### src/rtl/reg_window_pkg.sv
// rtl/reg_window_pkg.sv - op encodings, FSM states and default sizes for the register window controller
package reg_window_pkg;

    localparam int DEF_NWINDOWS = 4;
    localparam int DEF_CWP_W    = 2;

    typedef enum logic [2:0] {
        OP_NOP        = 3'd0,
        OP_SAVE       = 3'd1,
        OP_RESTORE    = 3'd2,
        OP_TRAP_ENTER = 3'd3,
        OP_RETT       = 3'd4,
        OP_WR_CWP     = 3'd5,
        OP_WR_WIM     = 3'd6,
        OP_RSVD       = 3'd7
    } op_e;

    typedef enum logic [1:0] {
        S_IDLE = 2'd0,
        S_EXEC = 2'd1,
        S_TRAP = 2'd2
    } state_e;

endpackage

### src/rtl/reg_window_ctrl_if.sv
// rtl/reg_window_ctrl_if.sv - control-unit side request/response bundle of the window controller
interface reg_window_ctrl_if #(
    parameter int NWINDOWS = 4,
    parameter int CWP_W    = 2
);
    logic                req;
    logic [2:0]          op;
    logic [31:0]         data_in;
    logic                trap_ack;
    logic                done;
    logic                illegal;
    logic                busy;
    logic                trap_ovf;
    logic                trap_unf;
    logic [CWP_W-1:0]    cwp;
    logic [NWINDOWS-1:0] wim;
    logic [NWINDOWS-1:0] current_window;

    modport master (
        output req, op, data_in, trap_ack,
        input  done, illegal, busy, trap_ovf, trap_unf, cwp, wim, current_window
    );

    modport slave (
        input  req, op, data_in, trap_ack,
        output done, illegal, busy, trap_ovf, trap_unf, cwp, wim, current_window
    );
endinterface

### src/rtl/window_mod_step.sv
// rtl/window_mod_step.sv - next-CWP candidate (inc/dec modulo NWINDOWS or direct load) and its one-hot decode
module window_mod_step #(
    parameter int NWINDOWS = 4,
    parameter int CWP_W    = 2
) (
    input  logic [CWP_W-1:0]    i_cwp,
    input  logic                i_dec,
    input  logic                i_load,
    input  logic [CWP_W-1:0]    i_load_val,
    output logic [CWP_W-1:0]    o_next,
    output logic [NWINDOWS-1:0] o_onehot
);
    localparam logic [CWP_W-1:0] LAST = CWP_W'(NWINDOWS - 1);

    logic [CWP_W-1:0] w_inc;
    logic [CWP_W-1:0] w_dec;

    // Explicit wrap so non-power-of-two window counts stay in range
    assign w_inc = (i_cwp == LAST) ? '0 : i_cwp + CWP_W'(1);
    assign w_dec = (i_cwp == '0) ? LAST : i_cwp - CWP_W'(1);

    always_comb begin
        o_next = w_inc;
        if (i_load) begin
            o_next = i_load_val;
        end else if (i_dec) begin
            o_next = w_dec;
        end
    end

    always_comb begin
        o_onehot = '0;
        for (int i = 0; i < NWINDOWS; i++) begin
            o_onehot[i] = (o_next == CWP_W'(i));
        end
    end
endmodule

### src/rtl/reg_window_ctrl.sv
// rtl/reg_window_ctrl.sv - CWP/WIM sequencer with overflow/underflow traps; WINCTL_TRAPCNT_EN adds trap counters
module reg_window_ctrl
    import reg_window_pkg::*;
#(
    parameter int                  NWINDOWS = DEF_NWINDOWS,
    parameter int                  CWP_W    = DEF_CWP_W,
    parameter logic [NWINDOWS-1:0] WIM_RST  = '0
) (
    input  logic Clk,
    input  logic Clr,
    reg_window_ctrl_if.slave bus
`ifdef WINCTL_TRAPCNT_EN
    ,
    output logic [15:0] ovf_count,
    output logic [15:0] unf_count
`endif
);
    localparam logic [CWP_W:0] NW_EXT = (CWP_W + 1)'(NWINDOWS);

    state_e              r_state;
    op_e                 r_op;
    logic [NWINDOWS-1:0] r_data;
    logic [CWP_W-1:0]    r_cwp;
    logic [NWINDOWS-1:0] r_wim;
    logic [NWINDOWS-1:0] r_cw;
    logic                r_done;
    logic                r_illegal;
    logic                r_busy;
    logic                r_ovf;
    logic                r_unf;

    logic [CWP_W-1:0]    w_next;
    logic [NWINDOWS-1:0] w_onehot;
    logic                w_blocked;
    logic                w_cwp_bad;
    logic                w_enter_ovf;
    logic                w_enter_unf;
    logic                w_unused;

    window_mod_step #(
        .NWINDOWS (NWINDOWS),
        .CWP_W    (CWP_W)
    ) u_step (
        .i_cwp      (r_cwp),
        .i_dec      ((r_op == OP_SAVE) || (r_op == OP_TRAP_ENTER)),
        .i_load     (r_op == OP_WR_CWP),
        .i_load_val (r_data[CWP_W-1:0]),
        .o_next     (w_next),
        .o_onehot   (w_onehot)
    );

    assign w_blocked   = |(r_wim & w_onehot);
    assign w_cwp_bad   = {1'b0, r_data[CWP_W-1:0]} >= NW_EXT;
    assign w_enter_ovf = (r_state == S_EXEC) && (r_op == OP_SAVE) && w_blocked;
    assign w_enter_unf = (r_state == S_EXEC) && ((r_op == OP_RESTORE) || (r_op == OP_RETT)) && w_blocked;
    assign w_unused    = ^bus.data_in;

    always_ff @(posedge Clk) begin
        if (Clr) begin
            r_state   <= S_IDLE;
            r_op      <= OP_NOP;
            r_data    <= '0;
            r_cwp     <= '0;
            r_wim     <= WIM_RST;
            r_cw      <= NWINDOWS'(1);
            r_done    <= 1'b0;
            r_illegal <= 1'b0;
            r_busy    <= 1'b0;
            r_ovf     <= 1'b0;
            r_unf     <= 1'b0;
        end else begin
            r_done    <= 1'b0;
            r_illegal <= 1'b0;
            case (r_state)
                S_IDLE: begin
                    if (bus.req) begin
                        r_op    <= op_e'(bus.op);
                        r_data  <= bus.data_in[NWINDOWS-1:0];
                        r_state <= S_EXEC;
                        r_busy  <= 1'b1;
                    end
                end
                S_EXEC: begin
                    r_done  <= 1'b1;
                    r_state <= S_IDLE;
                    r_busy  <= 1'b0;
                    if (w_enter_ovf || w_enter_unf) begin
                        r_ovf   <= w_enter_ovf;
                        r_unf   <= w_enter_unf;
                        r_state <= S_TRAP;
                        r_busy  <= 1'b1;
                    end else begin
                        case (r_op)
                            OP_SAVE, OP_RESTORE, OP_RETT, OP_TRAP_ENTER: begin
                                r_cwp <= w_next;
                                r_cw  <= w_onehot;
                            end
                            OP_WR_CWP: begin
                                if (w_cwp_bad) begin
                                    r_illegal <= 1'b1;
                                end else begin
                                    r_cwp <= w_next;
                                    r_cw  <= w_onehot;
                                end
                            end
                            OP_WR_WIM: r_wim     <= r_data;
                            OP_RSVD:   r_illegal <= 1'b1;
                            default:   ;
                        endcase
                    end
                end
                S_TRAP: begin
                    // r_done is still high in the cycle the trap was raised; ack only counts after it
                    if (bus.trap_ack && !r_done) begin
                        r_ovf   <= 1'b0;
                        r_unf   <= 1'b0;
                        r_state <= S_IDLE;
                        r_busy  <= 1'b0;
                    end
                end
                default: r_state <= S_IDLE;
            endcase
        end
    end

`ifdef WINCTL_TRAPCNT_EN
    always_ff @(posedge Clk) begin
        if (Clr) begin
            ovf_count <= '0;
            unf_count <= '0;
        end else begin
            if (w_enter_ovf && (ovf_count != 16'hFFFF)) begin
                ovf_count <= ovf_count + 16'd1;
            end
            if (w_enter_unf && (unf_count != 16'hFFFF)) begin
                unf_count <= unf_count + 16'd1;
            end
        end
    end
`endif

    assign bus.done           = r_done;
    assign bus.illegal        = r_illegal;
    assign bus.busy           = r_busy;
    assign bus.trap_ovf       = r_ovf;
    assign bus.trap_unf       = r_unf;
    assign bus.cwp            = r_cwp;
    assign bus.wim            = r_wim;
    assign bus.current_window = r_cw;
endmodule

### src/flat_wrapper.sv
// flat-port wrapper written by rule: the top's interface ports become plain ports
module reg_window_ctrl_flat import reg_window_pkg::*;
#(
    parameter int                  NWINDOWS = DEF_NWINDOWS,
    parameter int                  CWP_W    = DEF_CWP_W,
    parameter logic [NWINDOWS-1:0] WIM_RST  = '0
)
  (Clk, Clr, bus_req, bus_op, bus_data_in, bus_trap_ack, bus_done, bus_illegal, bus_busy, bus_trap_ovf, bus_trap_unf, bus_cwp, bus_wim, bus_current_window);
  reg_window_ctrl_if #(.NWINDOWS(NWINDOWS), .CWP_W(CWP_W)) bus_i ();
  input  logic Clk;
  input  logic Clr;
  input wire logic [$bits(bus_i.req)-1:0] bus_req;
  input wire logic [$bits(bus_i.op)-1:0] bus_op;
  input wire logic [$bits(bus_i.data_in)-1:0] bus_data_in;
  input wire logic [$bits(bus_i.trap_ack)-1:0] bus_trap_ack;
  output wire logic [$bits(bus_i.done)-1:0] bus_done;
  output wire logic [$bits(bus_i.illegal)-1:0] bus_illegal;
  output wire logic [$bits(bus_i.busy)-1:0] bus_busy;
  output wire logic [$bits(bus_i.trap_ovf)-1:0] bus_trap_ovf;
  output wire logic [$bits(bus_i.trap_unf)-1:0] bus_trap_unf;
  output wire logic [$bits(bus_i.cwp)-1:0] bus_cwp;
  output wire logic [$bits(bus_i.wim)-1:0] bus_wim;
  output wire logic [$bits(bus_i.current_window)-1:0] bus_current_window;
  assign bus_i.req = bus_req;
  assign bus_i.op = bus_op;
  assign bus_i.data_in = bus_data_in;
  assign bus_i.trap_ack = bus_trap_ack;
  assign bus_done = bus_i.done;
  assign bus_illegal = bus_i.illegal;
  assign bus_busy = bus_i.busy;
  assign bus_trap_ovf = bus_i.trap_ovf;
  assign bus_trap_unf = bus_i.trap_unf;
  assign bus_cwp = bus_i.cwp;
  assign bus_wim = bus_i.wim;
  assign bus_current_window = bus_i.current_window;
  reg_window_ctrl #(.NWINDOWS(NWINDOWS), .CWP_W(CWP_W), .WIM_RST(WIM_RST)) u_core (.Clk(Clk), .Clr(Clr), .bus(bus_i));
endmodule
### config.mk
export PLATFORM = sky130hd
export DESIGN_NAME = reg_window_ctrl_flat
export DESIGN_NICKNAME = d
export VERILOG_FILES = /design/src/rtl/reg_window_pkg.sv /design/src/rtl/reg_window_ctrl_if.sv /design/src/rtl/window_mod_step.sv /design/src/rtl/reg_window_ctrl.sv /design/src/flat_wrapper.sv
export SDC_FILE = /design/constraint.sdc
export NUM_CORES = 1
export LEC_CHECK = 0
export BUFFER_PORTS_ARGS = -buffer_cell sky130_fd_sc_hd__buf_2
export CAP_MARGIN = 20
export CORE_MARGIN = 10
export CORE_UTILIZATION = 47
export DETAILED_ROUTE_END_ITERATION = 6
export PLACE_DENSITY = 0.79
export SYNTH_ARGS = -nofsm -noshare
export SYNTH_HDL_FRONTEND = slang
export SYNTH_SLANG_ARGS = --single-unit
### constraint.sdc
create_clock -name Clk -period 3.35 [get_ports Clk]
set_clock_uncertainty 0.15 [all_clocks]
set_input_delay 0.1675 -clock Clk [delete_from_list [all_inputs] [get_ports Clk]]
set_output_delay 0.1675 -clock Clk [all_outputs]
set_load 0.005 [all_outputs]
==> Yosys cells after proc, flatten, opt, wreduce, memory -nomap -nowiden <==
Cells that the tools add are included.
{ "word_totals": {"register_bits": 24, "inputBits": 39} }
{ "op_classes": {"addsub": 2, "n_eq_ne": 16, "muxes": 18, "n_bitwise": 3, "n_reduce_logical": 23} }
{ "ops": {"columns": ["operator", "count"], "rows": [
  ["$mux 2", 7],
  ["$eq 3x3->1 const B", 4],
  ["$reduce_and 3->1", 4],
  ["$eq 2x2->1 const B", 4],
  ["$mux 1", 7],
  ["$eq 3x2->1 const B", 2],
  ["$logic_not 2->1", 3],
  ["$pmux 2 s3", 1],
  ["$logic_and 1x1->1", 5],
  ["$reduce_or 5->1", 1],
  ["$and 4x4->4", 1],
  ["$eq 2x1->1 const B", 2],
  ["$ne 2x2->1 const B", 2],
  ["$pmux 1 s2", 2],
  ["$reduce_and 2->1", 2],
  ["$reduce_or 4->1", 1],
  ["$eq 3x1->1 const B", 1],
  ["$logic_or 1x1->1", 3],
  ["$pmux 1 s3", 1],
  ["$reduce_bool 3->1", 1],
  ["$reduce_or 3->1", 1],
  ["$add 2x1->2 const B", 1],
  ["$ne 2x1->1 const B", 1],
  ["$not 1->1", 2],
  ["other kinds (3)", 3]
]} }

==> Logic depth before layout (Yosys ltp) <==
{ "depth": {"word_depth": 11, "ltp_mapped": 9} }

==> By module <==
Synthesis repeated with hierarchy kept, for this count alone.
{ "unflattened": {"hier_cells": 124, "hier_area_um2": 1231.2} }
{ "by_module_without_submodules": {"columns": ["mod", "instances", "cells_each", "area_per_inst_um2", "seq_area_each_um2"], "rows": [
  ["reg_window_ctrl", 1, 108, 1093.5, 480.5],
  ["window_mod_step", 1, 16, 137.6, 0.0]
]} }

==> Worst setup path after synthesis <==
OpenSTA, ideal clock, no wires.
{ "synth_timing": {"path_kind": "register to register", "from": "register u_core.r_cwp[0], in the netlist u_core.bus.cwp[0]", "to": "register u_core.r_cw[1], in the netlist u_core.bus.current_window[1]", "arrival_time_ns": 2.246, "t_required_ns": 3.079, "slack_ns": 0.833, "path_stages_with_launch": 9, "path_buffers": 0, "period_less_slack_ns": 2.517, "cell_sequence": "dfxtp_1 -> inv_1 -> ha_1 -> mux2_2 -> and2_4 -> o211ai_4 -> a21oi_2 -> o31ai_4 -> mux2_4"} }
{ "synth_between": {"elab_chain_cells": 11} }
{ "synth_lines": {"columns": ["item", "line", "rtl"], "rows": [
  ["from (decl)", "reg_window_ctrl.sv:23", "logic [CWP_W-1:0] r_cwp;"],
  ["from (signal assigned)", "reg_window_ctrl.sv:95", "r_cwp <= w_next;"],
  ["from (signal assigned)", "reg_window_ctrl.sv:102", "r_cwp <= w_next;"],
  ["$add 2x1->2, or another cell as far along", "window_mod_step.sv:19", "assign w_inc = (i_cwp == LAST) ? '0 : i_cwp + CWP_W'(1);"],
  ["$mux 2, on equally long branches", "window_mod_step.sv:19, window_mod_step.sv:20", null],
  ["$mux 2 *", "window_mod_step.sv:26", "end else if (i_dec) begin"],
  ["$mux 2 *", "window_mod_step.sv:24", "if (i_load) begin"],
  ["$eq 2x1->1, or another cell as far along", "window_mod_step.sv:34", "o_onehot[i] = (o_next == CWP_W'(i));"],
  ["$and 4x4->4", "reg_window_ctrl.sv:52", "assign w_blocked = |(r_wim & w_onehot);"],
  ["$reduce_or 4->1", "reg_window_ctrl.sv:52", null],
  ["$logic_and 1x1->1, on equally long branches", "reg_window_ctrl.sv:54, reg_window_ctrl.sv:55", null],
  ["$logic_or 1x1->1", "reg_window_ctrl.sv:87", "if (w_enter_ovf || w_enter_unf) begin"],
  ["$not 1->1 (no line)", null, null],
  ["$reduce_and 3->1 (no line)", null, null],
  ["to (signal assigned)", "reg_window_ctrl.sv:96", "r_cw <= w_onehot;"],
  ["to (signal assigned)", "reg_window_ctrl.sv:103", "r_cw <= w_onehot;"],
  ["to (decl)", "reg_window_ctrl.sv:25", "logic [NWINDOWS-1:0] r_cw;"]
]} }
Every way passes the cells marked *; elsewhere a longest branch is shown, timed or not.
A chain may end at the register's enable or synchronous reset.

==> Worst setup path after layout <==
Same ends and word-level chain as after synthesis.

==> impl_results.md <==
- Status: completed
- Sequential share of the synthesized area: 0.374
- DR DRC count: 0
- Detailed Place HPWL: between 1.5 and 2 mm
- DR WL/cell: ~14 um
- Critical-path cell list: inv_1 -> ha_1 -> mux2_2 -> and2_4 -> o211ai_4 -> a21oi_2 -> o31ai_4 -> mux2_4
- Die Ht: about 72 um
- CTS tree: done
- GRT busiest layer: met2
- Total track usage: 0.108
- Grt ovf: 0
- Sw Ratio: 0.269
- Worst vdd ir: 0.282 mV
- Post-CTS sizing: 0
- Cell count after synthesis: around 140
- Fin Setup TNS: 0 ns
- Fin cells: 199
- Fin crit share: 0.798
- Net switching power figure: roughly 150 uW
- Vias in the first global route: around 1,100
- Hold wc startpoint: bus_req
- Die Wd: between 70 and 80 um
- H-tree levels: 1
- First-pass iteration count of the detailed router: 4
- Sink Count: 24
- Type of origin of the critical path: register
- Hold path depth: 3
- Largest net degree at the start of global routing: 29
- Worst reg-to-reg path cell count: 8
- First-pass GRT wire length: about 4.7 mm
- Antenna-violating nets left: 0
- Comb power frac: 0.183
- Seq pwr share: 0.551
- Grt met2 use: 0.190
- DRT iter0 DRCs: 40
- FF+latch count, synth: 24
- Worst EP required: roughly 3.4 ns
- Final slew viol count: 0
- IO buf count: 25
- Hold slack: between 0.04 and 0.05 ns
- CP max stage delay: between 0.4 and 0.5 ns
- Setup violators final: 0
- Worst Hold Class: in -> reg
- Yosys Warn Count: 0
- Critical path capture point: u_core.bus.current_window[1]
- Final hold vios: 0
- Clk buf depth: 2
- Worst-Margin Slew: about 0.63 ns
- Drt total wl: about 2.7 mm
- MaxCap Viol Count: 0
- F_max: between 300 and 400 MHz
- Most common cell after layout, fill and taps aside: buf_2
- Worst R2R End: u_core.bus.current_window[1]
- Slew margin rel.: 0.579
- Nets: ~210
- Clk_lat worst skew: just over 0.3 ns
- Die area: approximately 5200 um^2
- Slowest stage cell on the critical path: o31ai_4
- RePlAce Congestion: around 0.78
- Number of CTS-inserted buffers: 3
- Worst Setup SP: u_core.bus.cwp[0]
- Synth cell types: 39
- FF-to-FF setup slack: approximately 0.68 ns
- Power Dens Cells: 375 nW/um^2
- Antenna cells: 0
- Layout cell share with drive strength beyond 1: 0.260
- Via count: a little over 1,000
- Via density per instance: between 5 and 6
- Critical path type: reg -> reg
- Core area: 2540 um^2
- Area Overhead vs Synth: 17.0%
- Met3 Use GR: 0.0259
- Initial core utilization: 0.505
- DP Worst Slack: between 0.6 and 0.7 ns
- Worst Setup End Kind: register
- Crit path DAT: 2.73 ns
- Fin crit period: between 2 and 3 ns
- Cell Rows: 18
- Syn_area_per_cell: between 9 and 10 um^2
- Met1 GRT Util: 0.125
- Clock network power share: 0.266
- Clock root buffer: clkbuf_4
- Clock transition at path regs: between 0.1 and 0.15 ns
- Mapped Area: 1280 um^2
- Leakage: between 0.0006 and 0.0007 uW
- Unrepaired setup endpoints after global routing: no
- Critical Path Fanout Max: 6
- Synthesized net count: 186
- # placed instances: ~190
- RR Startpoint: u_core.bus.cwp[0]
- Commonest non-fill, non-tap cells in the layout: buf_2, dfxtp_1, nand2_1
- Final WS setup: between 0.6 and 0.7 ns
- Antenna violations before repair: 0
- I/O Pins: 54
- Internal Power: between 400 and 500 uW
-- cells in the mapped netlist, drive strengths merged --
| library cell | instances | area share |
|---|---|---|
| a211o | 1 | 0.014 |
| a211oi | 2 | 0.012 |
| a21boi | 2 | 0.012 |
| a21oi | 13 | 0.054 |
| a31oi | 1 | 0.017 |
| and2 | 1 | 0.0068 |
| buf | 4 | 0.024 |
| clkbuf | 5 | 0.015 |
| dfxtp | 24 | 0.37 |
| ha | 5 | 0.049 |
| inv | 12 | 0.037 |
| mux2 | 5 | 0.053 |
| mux2i | 7 | 0.055 |
| nand2 | 13 | 0.038 |
| nand2b | 4 | 0.025 |
| nand3 | 8 | 0.031 |
| nand3b | 2 | 0.012 |
| nor2 | 11 | 0.032 |
| nor2b | 2 | 0.0097 |
| nor3 | 1 | 0.0039 |
| nor4 | 1 | 0.0049 |
| o2111ai | 1 | 0.012 |
| o211ai | 1 | 0.017 |
| o21ai | 6 | 0.023 |
| o221ai | 1 | 0.0068 |
| o31ai | 1 | 0.017 |
| o32a | 1 | 0.0078 |
| or3 | 3 | 0.016 |
| or4 | 2 | 0.012 |
| xnor2 | 1 | 0.0068 |
| xor2 | 1 | 0.0068 |
-- what timing repair did --
item | 4_1_cts | 5_1_grt
endpoints found under the hold margin | 7 | 0
hold buffers | 7 | 0
buffers inserted | 0 | 0
-- layout make-up --
| class | count | area [um^2] |
|---|---|---|
| fillers | 235 | 1040 |
| multi-input cells | 97 | 707 |
| flip-flops and latches | 24 | 480 |
| repair buffers | 32 | 195 |
| inverters | 12 | 47.5 |
| well taps | 30 | 37.5 |
| clock buffers | 4 | 36.3 |
-- state kept, by name, indices dropped and copies added, names as in the netlist --
| register | cells |
|---|---|
| u_core.bus.trap_unf | 1 |
| u_core.bus.illegal | 1 |
| u_core.bus.current_window | 4 |
| u_core.bus.busy | 1 |
| u_core.bus.cwp | 2 |
| u_core.bus.wim | 4 |
| u_core.r_data | 4 |
| u_core.bus.done | 1 |
| u_core.bus.trap_ovf | 1 |
| u_core.r_op | 3 |
| u_core.r_state | 2 |
-- kinds of logic (layout without fill, tap and decap cells) --
| group | after synthesis | after routing | share of synthesized area |
|---|---|---|---|
| AO/OA/AOI/OAI | 30 | 30 | 0.190 |
| XOR/XNOR | 2 | 2 | 0.0136 |
| adder cells (fa/ha/maj) | 5 | 5 | 0.0487 |
| buffers and inverters | 21 | 48 | 0.0759 |
| flip-flops | 24 | 24 | 0.374 |
| multiplexers | 12 | 12 | 0.107 |
| AND/OR/NAND/NOR | 48 | 48 | 0.191 |
-- through the flow --
step	instance area (um^2)	utilization	power, uW
floorplan	1280	-	391
global placement	1400	0.549	409
detailed placement	1400	0.549	413
CTS	1500	0.591	568
global route	1500	0.591	595
finish	1500	0.591	564
-- power by group through the flow --
stage	logic [uW]	registers, uW	clock network, uW
finish	103	311	150
global placement	92.0	317	0
global route	115	313	167
floorplan	81.4	310	0
CTS	104	311	153
detailed placement	95.8	317	0
-- critical path: cells and delay by family (launching register included) --
| kind | cells | cell delay (ns) |
|---|---|---|
| and+or+nand+nor | 1 | 0.18 |
| muxes | 2 | 0.70 |
| DFF | 1 | 0.40 |
| adders and majority gates | 1 | 0.32 |
| buffers and inverters | 1 | 0.08 |
| AOI/OAI and AO/OA | 3 | 0.75 |
-- worst min-delay path by stage --
| stage | slack, ns | end |
|---|---|---|
| 6_report | 0.04 | u_core.r_data[2] |
| 5_1_grt | 0.04 | u_core.r_data[2] |
| 4_1_cts | 0.04 | u_core.r_data[1] |
| 3_5_place_dp | 0.29 | u_core.r_data[1] |
| 3_3_place_gp | 0.29 | u_core.r_data[0] |
| 2_1_floorplan | 0.18 | u_core.r_data[2] |
-- layer usage --
metal | vias to the layer above | routed length, um
met4 | 0 | 36
met2 | 26 | 1390
met5 | - | 0
met1 | 470 | 1190
li1 | 538 | -
met3 | 5 | 126
No activity file was read; power rests on OpenSTA's default activity.
